[src/rtl/airi5c_gpio_irq_pkg.sv]
// Shared definitions for the AIRI5C GPIO port with interrupts.
// Holds the HASTI bus widths, the register offsets within the GPIO window,
// and the encodings used by the IMODE and IPOL registers.
package airi5c_gpio_irq_pkg;

  localparam int HASTI_ADDR_WIDTH  = 32;
  localparam int HASTI_BUS_WIDTH   = 32;
  localparam int HASTI_SIZE_WIDTH  = 3;
  localparam int HASTI_BURST_WIDTH = 3;
  localparam int HASTI_PROT_WIDTH  = 4;
  localparam int HASTI_TRANS_WIDTH = 2;
  localparam int HASTI_RESP_WIDTH  = 1;

  localparam logic [HASTI_RESP_WIDTH-1:0] HASTI_RESP_OKAY = '0;

  // Byte offsets of the ten registers relative to BASE_ADDR.
  typedef enum logic [5:0] {
    GPIO_DOUT  = 6'h00,
    GPIO_DEN   = 6'h04,
    GPIO_DIN   = 6'h08,
    GPIO_DSET  = 6'h0C,
    GPIO_DCLR  = 6'h10,
    GPIO_DTGL  = 6'h14,
    GPIO_IEN   = 6'h18,
    GPIO_IMODE = 6'h1C,
    GPIO_IPOL  = 6'h20,
    GPIO_IPEND = 6'h24
  } gpio_off_e;

  typedef enum logic {
    IMODE_LEVEL = 1'b0,
    IMODE_EDGE  = 1'b1
  } gpio_imode_e;

  typedef enum logic {
    IPOL_LOW  = 1'b0,
    IPOL_HIGH = 1'b1
  } gpio_ipol_e;

endpackage

[src/rtl/airi5c_gpio_irq_if.sv]
// HASTI (AHB-lite) bus bundle between a master and the GPIO slave.
// master drives the request (haddr .. hwdata); slave returns hrdata,
// hready and hresp.
interface airi5c_gpio_irq_if import airi5c_gpio_irq_pkg::*; ();

  logic [HASTI_ADDR_WIDTH-1:0]  haddr;
  logic                         hwrite;
  logic [HASTI_SIZE_WIDTH-1:0]  hsize;
  logic [HASTI_BURST_WIDTH-1:0] hburst;
  logic                         hmastlock;
  logic [HASTI_PROT_WIDTH-1:0]  hprot;
  logic [HASTI_TRANS_WIDTH-1:0] htrans;
  logic [HASTI_BUS_WIDTH-1:0]   hwdata;
  logic [HASTI_BUS_WIDTH-1:0]   hrdata;
  logic                         hready;
  logic [HASTI_RESP_WIDTH-1:0]  hresp;

  modport master (
    output haddr, hwrite, hsize, hburst, hmastlock, hprot, htrans, hwdata,
    input  hrdata, hready, hresp
  );

  modport slave (
    input  haddr, hwrite, hsize, hburst, hmastlock, hprot, htrans, hwdata,
    output hrdata, hready, hresp
  );

endinterface

[src/rtl/airi5c_gpio_irq_sync.sv]
// airi5c_sync: plain flop chain used to bring asynchronous signals into the
// clk domain. Shared with other peripherals.
// Ports: clk, nreset (sync, active-low), d (async in), q (synchronized out).
module airi5c_sync #(
  parameter int WIDTH  = 8,
  parameter int STAGES = 2
) (
  input  logic             clk,
  input  logic             nreset,
  input  logic [WIDTH-1:0] d,
  output logic [WIDTH-1:0] q
);

  logic [WIDTH-1:0] chain [STAGES];

  always_ff @(posedge clk) begin
    if (!nreset) begin
      for (int i = 0; i < STAGES; i++) chain[i] <= '0;
    end else begin
      chain[0] <= d;
      for (int i = 1; i < STAGES; i++) chain[i] <= chain[i-1];
    end
  end

  assign q = chain[STAGES-1];

endmodule

[src/rtl/airi5c_gpio_irq.sv]
// airi5c_gpio_irq: parametrised GPIO port on the HASTI bus with atomic
// set/clear/toggle of outputs and per-pin level/edge interrupts.
// Ports:
//   clk, nreset  single clock, synchronous active-low reset
//   bus          HASTI slave (zero wait states, always OKAY)
//   gpio_d       output data register
//   gpio_en      output enable, 1 = drive
//   gpio_i       asynchronous pin inputs
//   irq          registered level-high interrupt, |(IPEND & IEN)
module airi5c_gpio_irq import airi5c_gpio_irq_pkg::*; #(
  parameter logic [31:0] BASE_ADDR   = 32'hC0000008,
  parameter int          WIDTH       = 8,
  parameter int          SYNC_STAGES = 2
) (
  input  logic             clk,
  input  logic             nreset,
  airi5c_gpio_irq_if.slave bus,
  output logic [WIDTH-1:0] gpio_d,
  output logic [WIDTH-1:0] gpio_en,
  input  logic [WIDTH-1:0] gpio_i,
  output logic             irq
);

  function automatic logic [31:0] widen(input logic [WIDTH-1:0] v);
    logic [31:0] r;
    r = '0;
    r[WIDTH-1:0] = v;
    return r;
  endfunction

  logic             valid_r;
  logic             hwrite_r;
  logic [31:0]      haddr_r;

  logic [WIDTH-1:0] din;
  logic [WIDTH-1:0] din_prev;
  logic [WIDTH-1:0] ien;
  logic [WIDTH-1:0] imode;
  logic [WIDTH-1:0] ipol;
  logic [WIDTH-1:0] ipend;
  logic [WIDTH-1:0] ipend_nxt;

  logic [31:0]      off;
  logic             hit;
  logic             wr;
  logic             rd;
  logic [WIDTH-1:0] wdata;
  logic [WIDTH-1:0] w1c;
  logic [WIDTH-1:0] rise;
  logic [WIDTH-1:0] fall;
  logic [WIDTH-1:0] edge_hit;
  logic [WIDTH-1:0] lvl_hit;
  logic [31:0]      rdata;

  airi5c_sync #(
    .WIDTH  (WIDTH),
    .STAGES (SYNC_STAGES)
  ) u_sync (
    .clk    (clk),
    .nreset (nreset),
    .d      (gpio_i),
    .q      (din)
  );

  // Sub-word accesses are treated as full words, so the byte lane bits are
  // dropped before decoding. The base is word- but not 64-byte-aligned,
  // hence the subtraction rather than a bit-field compare.
  assign off   = {haddr_r[31:2], 2'b00} - BASE_ADDR;
  assign hit   = (off[31:6] == 26'd0);
  assign wr    = valid_r & hwrite_r & hit;
  assign rd    = valid_r & ~hwrite_r & hit;
  assign wdata = bus.hwdata[WIDTH-1:0];

  assign rise     = din & ~din_prev;
  assign fall     = ~din & din_prev;
  assign edge_hit = ien & ((ipol & rise) | (~ipol & fall));
  assign lvl_hit  = ien & ~(din ^ ipol);
  assign w1c      = (wr && off[5:0] == GPIO_IPEND) ? wdata : '0;

  // Edge-mode bits hold until cleared, with a new edge beating a same-cycle
  // W1C; level-mode bits simply follow the pin and ignore W1C.
  always_comb begin
    ipend_nxt = '0;
    for (int i = 0; i < WIDTH; i++) begin
      if (imode[i] == IMODE_EDGE)
        ipend_nxt[i] = edge_hit[i] | (ipend[i] & ~w1c[i]);
      else
        ipend_nxt[i] = lvl_hit[i];
    end
  end

  always_ff @(posedge clk) begin
    if (!nreset) begin
      valid_r  <= 1'b0;
      hwrite_r <= 1'b0;
      haddr_r  <= '0;
      din_prev <= '0;
      gpio_d   <= '0;
      gpio_en  <= '0;
      ien      <= '0;
      imode    <= '0;
      ipol     <= '0;
      ipend    <= '0;
      irq      <= 1'b0;
    end else begin
      // address phase -> data phase
      valid_r <= bus.htrans[1];
      if (bus.htrans[1]) begin
        haddr_r  <= bus.haddr;
        hwrite_r <= bus.hwrite;
      end
      din_prev <= din;
      ipend    <= ipend_nxt;
      irq      <= |(ipend & ien);
      // data phase write commit
      if (wr) begin
        case (off[5:0])
          GPIO_DOUT:  gpio_d  <= wdata;
          GPIO_DEN:   gpio_en <= wdata;
          GPIO_DSET:  gpio_d  <= gpio_d | wdata;
          GPIO_DCLR:  gpio_d  <= gpio_d & ~wdata;
          GPIO_DTGL:  gpio_d  <= gpio_d ^ wdata;
          GPIO_IEN:   ien     <= wdata;
          GPIO_IMODE: imode   <= wdata;
          GPIO_IPOL:  ipol    <= wdata;
          default: ;
        endcase
      end
    end
  end

  always_comb begin
    rdata = '0;
    if (rd) begin
      case (off[5:0])
        GPIO_DOUT:  rdata = widen(gpio_d);
        GPIO_DEN:   rdata = widen(gpio_en);
        GPIO_DIN:   rdata = widen(din);
        GPIO_IEN:   rdata = widen(ien);
        GPIO_IMODE: rdata = widen(imode);
        GPIO_IPOL:  rdata = widen(ipol);
        GPIO_IPEND: rdata = widen(ipend);
        default:    rdata = '0;
      endcase
    end
  end

  assign bus.hrdata = rdata;
  assign bus.hready = 1'b1;
  assign bus.hresp  = HASTI_RESP_OKAY;

  logic unused_bus;
  assign unused_bus = ^{bus.hsize, bus.hburst, bus.hmastlock, bus.hprot,
                        bus.htrans[0], bus.hwdata, haddr_r[1:0], off[1:0]};

endmodule
[src/flat_wrapper.sv]
// flat-port wrapper written by rule: the top's interface ports become plain ports
module airi5c_gpio_irq_flat import airi5c_gpio_irq_pkg::*;
#(
  parameter logic [31:0] BASE_ADDR   = 32'hC0000008,
  parameter int          WIDTH       = 8,
  parameter int          SYNC_STAGES = 2
)
  (clk, nreset, gpio_d, gpio_en, gpio_i, irq, bus_haddr, bus_hwrite, bus_hsize, bus_hburst, bus_hmastlock, bus_hprot, bus_htrans, bus_hwdata, bus_hrdata, bus_hready, bus_hresp);
  airi5c_gpio_irq_if bus_i ();
  input  logic clk;
  input  logic nreset;
  output logic [WIDTH-1:0] gpio_d;
  output logic [WIDTH-1:0] gpio_en;
  input  logic [WIDTH-1:0] gpio_i;
  output logic irq;
  input wire logic [$bits(bus_i.haddr)-1:0] bus_haddr;
  input wire logic [$bits(bus_i.hwrite)-1:0] bus_hwrite;
  input wire logic [$bits(bus_i.hsize)-1:0] bus_hsize;
  input wire logic [$bits(bus_i.hburst)-1:0] bus_hburst;
  input wire logic [$bits(bus_i.hmastlock)-1:0] bus_hmastlock;
  input wire logic [$bits(bus_i.hprot)-1:0] bus_hprot;
  input wire logic [$bits(bus_i.htrans)-1:0] bus_htrans;
  input wire logic [$bits(bus_i.hwdata)-1:0] bus_hwdata;
  output wire logic [$bits(bus_i.hrdata)-1:0] bus_hrdata;
  output wire logic [$bits(bus_i.hready)-1:0] bus_hready;
  output wire logic [$bits(bus_i.hresp)-1:0] bus_hresp;
  assign bus_i.haddr = bus_haddr;
  assign bus_i.hwrite = bus_hwrite;
  assign bus_i.hsize = bus_hsize;
  assign bus_i.hburst = bus_hburst;
  assign bus_i.hmastlock = bus_hmastlock;
  assign bus_i.hprot = bus_hprot;
  assign bus_i.htrans = bus_htrans;
  assign bus_i.hwdata = bus_hwdata;
  assign bus_hrdata = bus_i.hrdata;
  assign bus_hready = bus_i.hready;
  assign bus_hresp = bus_i.hresp;
  airi5c_gpio_irq #(.BASE_ADDR(BASE_ADDR), .WIDTH(WIDTH), .SYNC_STAGES(SYNC_STAGES)) u_core (.clk(clk), .nreset(nreset), .bus(bus_i), .gpio_d(gpio_d), .gpio_en(gpio_en), .gpio_i(gpio_i), .irq(irq));
endmodule
[config.mk]
export PLATFORM = sky130hd
export DESIGN_NAME = airi5c_gpio_irq_flat
export DESIGN_NICKNAME = d
export VERILOG_FILES = /design/src/rtl/airi5c_gpio_irq_pkg.sv /design/src/rtl/airi5c_gpio_irq_if.sv /design/src/rtl/airi5c_gpio_irq_sync.sv /design/src/rtl/airi5c_gpio_irq.sv /design/src/flat_wrapper.sv
export SDC_FILE = /design/constraint.sdc
export NUM_CORES = 1
export LEC_CHECK = 0
export BUFFER_PORTS_ARGS = -buffer_cell sky130_fd_sc_hd__buf_2
export CORE_MARGIN = 2
export CORE_UTILIZATION = 48
export DETAILED_ROUTE_END_ITERATION = 8
export PLACE_DENSITY = 0.74
export SKIP_CTS_REPAIR_TIMING = 1
export SLEW_MARGIN = 15
export SYNTH_ARGS = -nofsm -noshare
export SYNTH_HDL_FRONTEND = slang
export SYNTH_SLANG_ARGS = --single-unit
export TNS_END_PERCENT = 100
[constraint.sdc]
create_clock -name clk -period 2.9 [get_ports clk]
set_input_delay 0.435 -clock clk [delete_from_list [all_inputs] [get_ports clk]]
set_output_delay 0.435 -clock clk [all_outputs]
set_load 0.02 [all_outputs]
==> flow_metrics.env <==
export IMPL_outcome="finished with violations"
export IMPL_violations="negative setup slack"
export IMPL_yosysWarnings=0
export IMPL_groute_usage_overall_pct=23.82
export IMPL_antenna_found_initial=0
export IMPL_wl_mm=15.10
export IMPL_fin_worst_skew_ns=0.01797
export IMPL_num_rows=39
export IMPL_grt_overflow_total=0
export IMPL_p_seq_share_pct=46.4
export IMPL_rsz0062_at_grt="true"
export IMPL_hp_start="gpio_i[2]"
export IMPL_dpl_worst_slack_ns=-0.2268
export IMPL_synthTopCellsByCount="105 x dfxtp_1, 66 x mux2i_1, 65 x nand2_1"
export IMPL_instances_no_fill=891
export IMPL_multiInputGateArea_um2=3299
export IMPL_syn_mean_instance_area_um2=8.883
export IMPL_viasPerCell=5.740
export IMPL_drv_cap=0
export IMPL_clk_pin_slew_worst_paths_ns=0.08
export IMPL_synth_edf_count=0
export IMPL_drv_slew=0
export IMPL_synth_xor_area_share_pct=1.741
export IMPL_r2r_end="u_core.imode[0]"
export IMPL_fmax_mhz=292.8
export IMPL_post_dp_cell_area_um2=6487
export IMPL_dr_pass1_iters=9
export IMPL_synth_top_family_by_area="simple AND/OR/NAND/NOR gates"
export IMPL_start_kind="flip-flop"
export IMPL_switching_share_pct=27.08
export IMPL_finalHoldViolations=0
export IMPL_wl_met3_mm=1.290
export IMPL_tightest_slew_ns=0.9968
export IMPL_end_kind="primary output"
export IMPL_numCtsBuffers=9
export IMPL_synth_top_cell_area_share_pct=37.98
export IMPL_io_pins=139
export IMPL_crit_type="flip-flop to primary output"
export IMPL_post_synth_num_cell_types=58
export IMPL_coreArea_um2=11320
export IMPL_r2r_cells=12
export IMPL_port_buffers=74
export IMPL_synth_seq_area_share_pct=37.98
export IMPL_crit_fanout=8
export IMPL_hold_end="u_core.u_sync.chain[0][2]"
export IMPL_clock_latency_ns=0.36
export IMPL_cts_buffer_depth=2
export IMPL_synth_compound_area_share_pct=16.10
export IMPL_place_inst=872
export IMPL_drc=0
export IMPL_post_route_period_util_pct=117.8
export IMPL_p_switching_w=0.0008878
export IMPL_grt_max_degree=66
export IMPL_start_util_pct=48.88
export IMPL_synthAdderAreaFrac_pct=3.844
export IMPL_setup_slack_ns=-0.5152
export IMPL_synth_largest_area_cell="dfxtp_1"
export IMPL_synth_area_mux_share_pct=11.94
export IMPL_cp_required_ns=2.47
export IMPL_drtAntennaViolNets=0
export IMPL_wl_per_cell_um=16.95
export IMPL_p_int_w=0.002391
export IMPL_diodes=0
export IMPL_design_area_um2=6974
export IMPL_die_width_um=111.4
export IMPL_peakVddDrop_v=0.0003842
export IMPL_num_vias=5114
export IMPL_async_reset_ff_share_pct=0
export IMPL_power_density_nw_per_um2=470.1
export IMPL_slew_limit_headroom_pct=33.03
export IMPL_seq_area_um2=2107
export IMPL_clkPwrFrac_pct=39.4
export IMPL_yosysMostFrequentCell="dfxtp_1"
export IMPL_cts_tree="done"
export IMPL_place_congestion=0.8439
export IMPL_setup_viol=8
export IMPL_nFillCells=970
export IMPL_power_frac_comb_pct=14.2
export IMPL_synth_area_um2=5534
export IMPL_wl_met2_mm=7.240
export IMPL_p_leak_nw=2.777
export IMPL_worstReg2RegStart="u_core.haddr_r[3]"
export IMPL_synth_seq_cells=105
export IMPL_grt_pass1_vias=4952
export IMPL_utilization_pct=61.60
export IMPL_wl_met1_mm=6.244
export IMPL_highest_layer="met4"
export IMPL_dieArea_um2=12400
export IMPL_worst_endpoint_arrival_ns=2.98
export IMPL_min_path_type="input pin to flip-flop"
export IMPL_final_min_clock_period_ns=3.415
export IMPL_yosys_area_share_simple_pct=20.42
export IMPL_grt_pass1_wl_mm=23.81
export IMPL_cts_root_buf="clkbuf_16"
export IMPL_rrSetupSlack_ns=0.04
export IMPL_fin_nets=848
export IMPL_synth_ff_type="dfxtp_1"
export IMPL_cts_max_level=3
export IMPL_dp_hpwl_mm=10.36
export IMPL_drtIter0Drc=465
export IMPL_dieHeight_um=111.4
export IMPL_area_delta_synth_final_pct=26.02
export IMPL_holdPathStages=2
export IMPL_synth_top_cells_by_area="dfxtp_1 38%, mux2i_1 12%, nand2_1 4.4%"
export IMPL_final_layout_size_suffix_gt1_share_pct=26.60
export IMPL_numClockSinks=105
export IMPL_syn_inst=623
layer usage:
| metal | global-route usage [%] | vias to the layer above |
|---|---|---|
| met5 | 0 | - |
| met4 | 11.44 | 0 |
| met3 | 6.424 | 28 |
| met2 | 38.05 | 229 |
| met1 | 30.00 | 2434 |
| li1 | - | 2423 |
cells by family after synthesis:
group,after synthesis
simple gates,209
compound gates,131
flops,105
buf+inv,82
mux,66
fa+ha+maj,17
xor+xnor,11
other cells,2
sequential cells by signal, indices dropped and copies added (netlist names):
name,flops
u_core.din_prev,8
u_core.gpio_d,8
u_core.gpio_en,8
u_core.haddr_r,30
u_core.hwrite_r,1
u_core.ien,8
u_core.imode,8
u_core.ipend,8
u_core.ipol,8
u_core.irq,1
u_core.u_sync.chain,16
u_core.valid_r,1
area by class of cell:
cell class	instances	share of cell area (%)
multi-input combinational	460	47.31
sequential	105	30.21
timing repair buffer	139	13.90
clock buffer	10	3.427
tap	143	2.565
inverter	28	1.543
clock inverter	6	1.041
worst max-delay path, stage by stage (launching register included):
cell       delay (ns)
dfxtp_2          0.37
inv_4            0.04
ha_4             0.15
buf_4            0.15
nor2b_1          0.15
o21ai_1          0.21
nand4_1          0.22
a2111oi_4        0.39
o2111ai_2        0.18
or2_1            0.27
buf_12           0.17
a31oi_4          0.16
buf_6            0.14
power groups by stage:
stage	Sequential (W)	Combinational [W]	Clock, W
global route	0.00153	0.000504	0.00136
detailed placement	0.00155	0.000429	0
floorplan	0.00154	0.000292	0
CTS	0.00152	0.000432	0.00131
finish	0.00152	0.000466	0.00129
global placement	0.00155	0.000415	0
per-stage QoR:
| step | hold WS, ns | TNS [ns] | power [W] |
|---|---|---|---|
| 3_3_place_gp | 0.4073 | -0.8498 | 0.001964 |
| 2_1_floorplan | 0.4057 | -1.447 | 0.001835 |
| 4_1_cts | 0.2706 | -5.287 | 0.003257 |
| 5_1_grt | 0.2736 | -5.521 | 0.003395 |
| 3_5_place_dp | 0.4112 | -1.627 | 0.001981 |
| 6_report | 0.2779 | -3.921 | 0.003278 |
how the worst max path moves through the flow:
stage                            from  slack [ns]       endpoint
global route        u_core.haddr_r[3]       -0.61  bus_hrdata[4]
CTS                 u_core.haddr_r[8]       -0.61  bus_hrdata[6]
detailed placement  u_core.haddr_r[8]       -0.23  bus_hrdata[6]
global placement    u_core.haddr_r[8]       -0.13  bus_hrdata[6]
finish              u_core.haddr_r[3]       -0.52  bus_hrdata[6]
floorplan           u_core.haddr_r[3]       -0.20  bus_hrdata[1]
cells in the final DEF (no fill, tap or decap), types with 10 or more instances in the layout:
cell        n
a221oi_1   10
mux2i_1    66
ha_1       16
a22oi_1    18
conb_1     26
a21oi_1    18
nand3_1    10
xnor2_1    10
nand2_1    65
buf_2      66
inv_1      26
nor2_1     49
dfxtp_1   101
buf_4      58
o21ai_0    29
buf_6      11
and2_1     26
(Power assumes the default switching activity.)
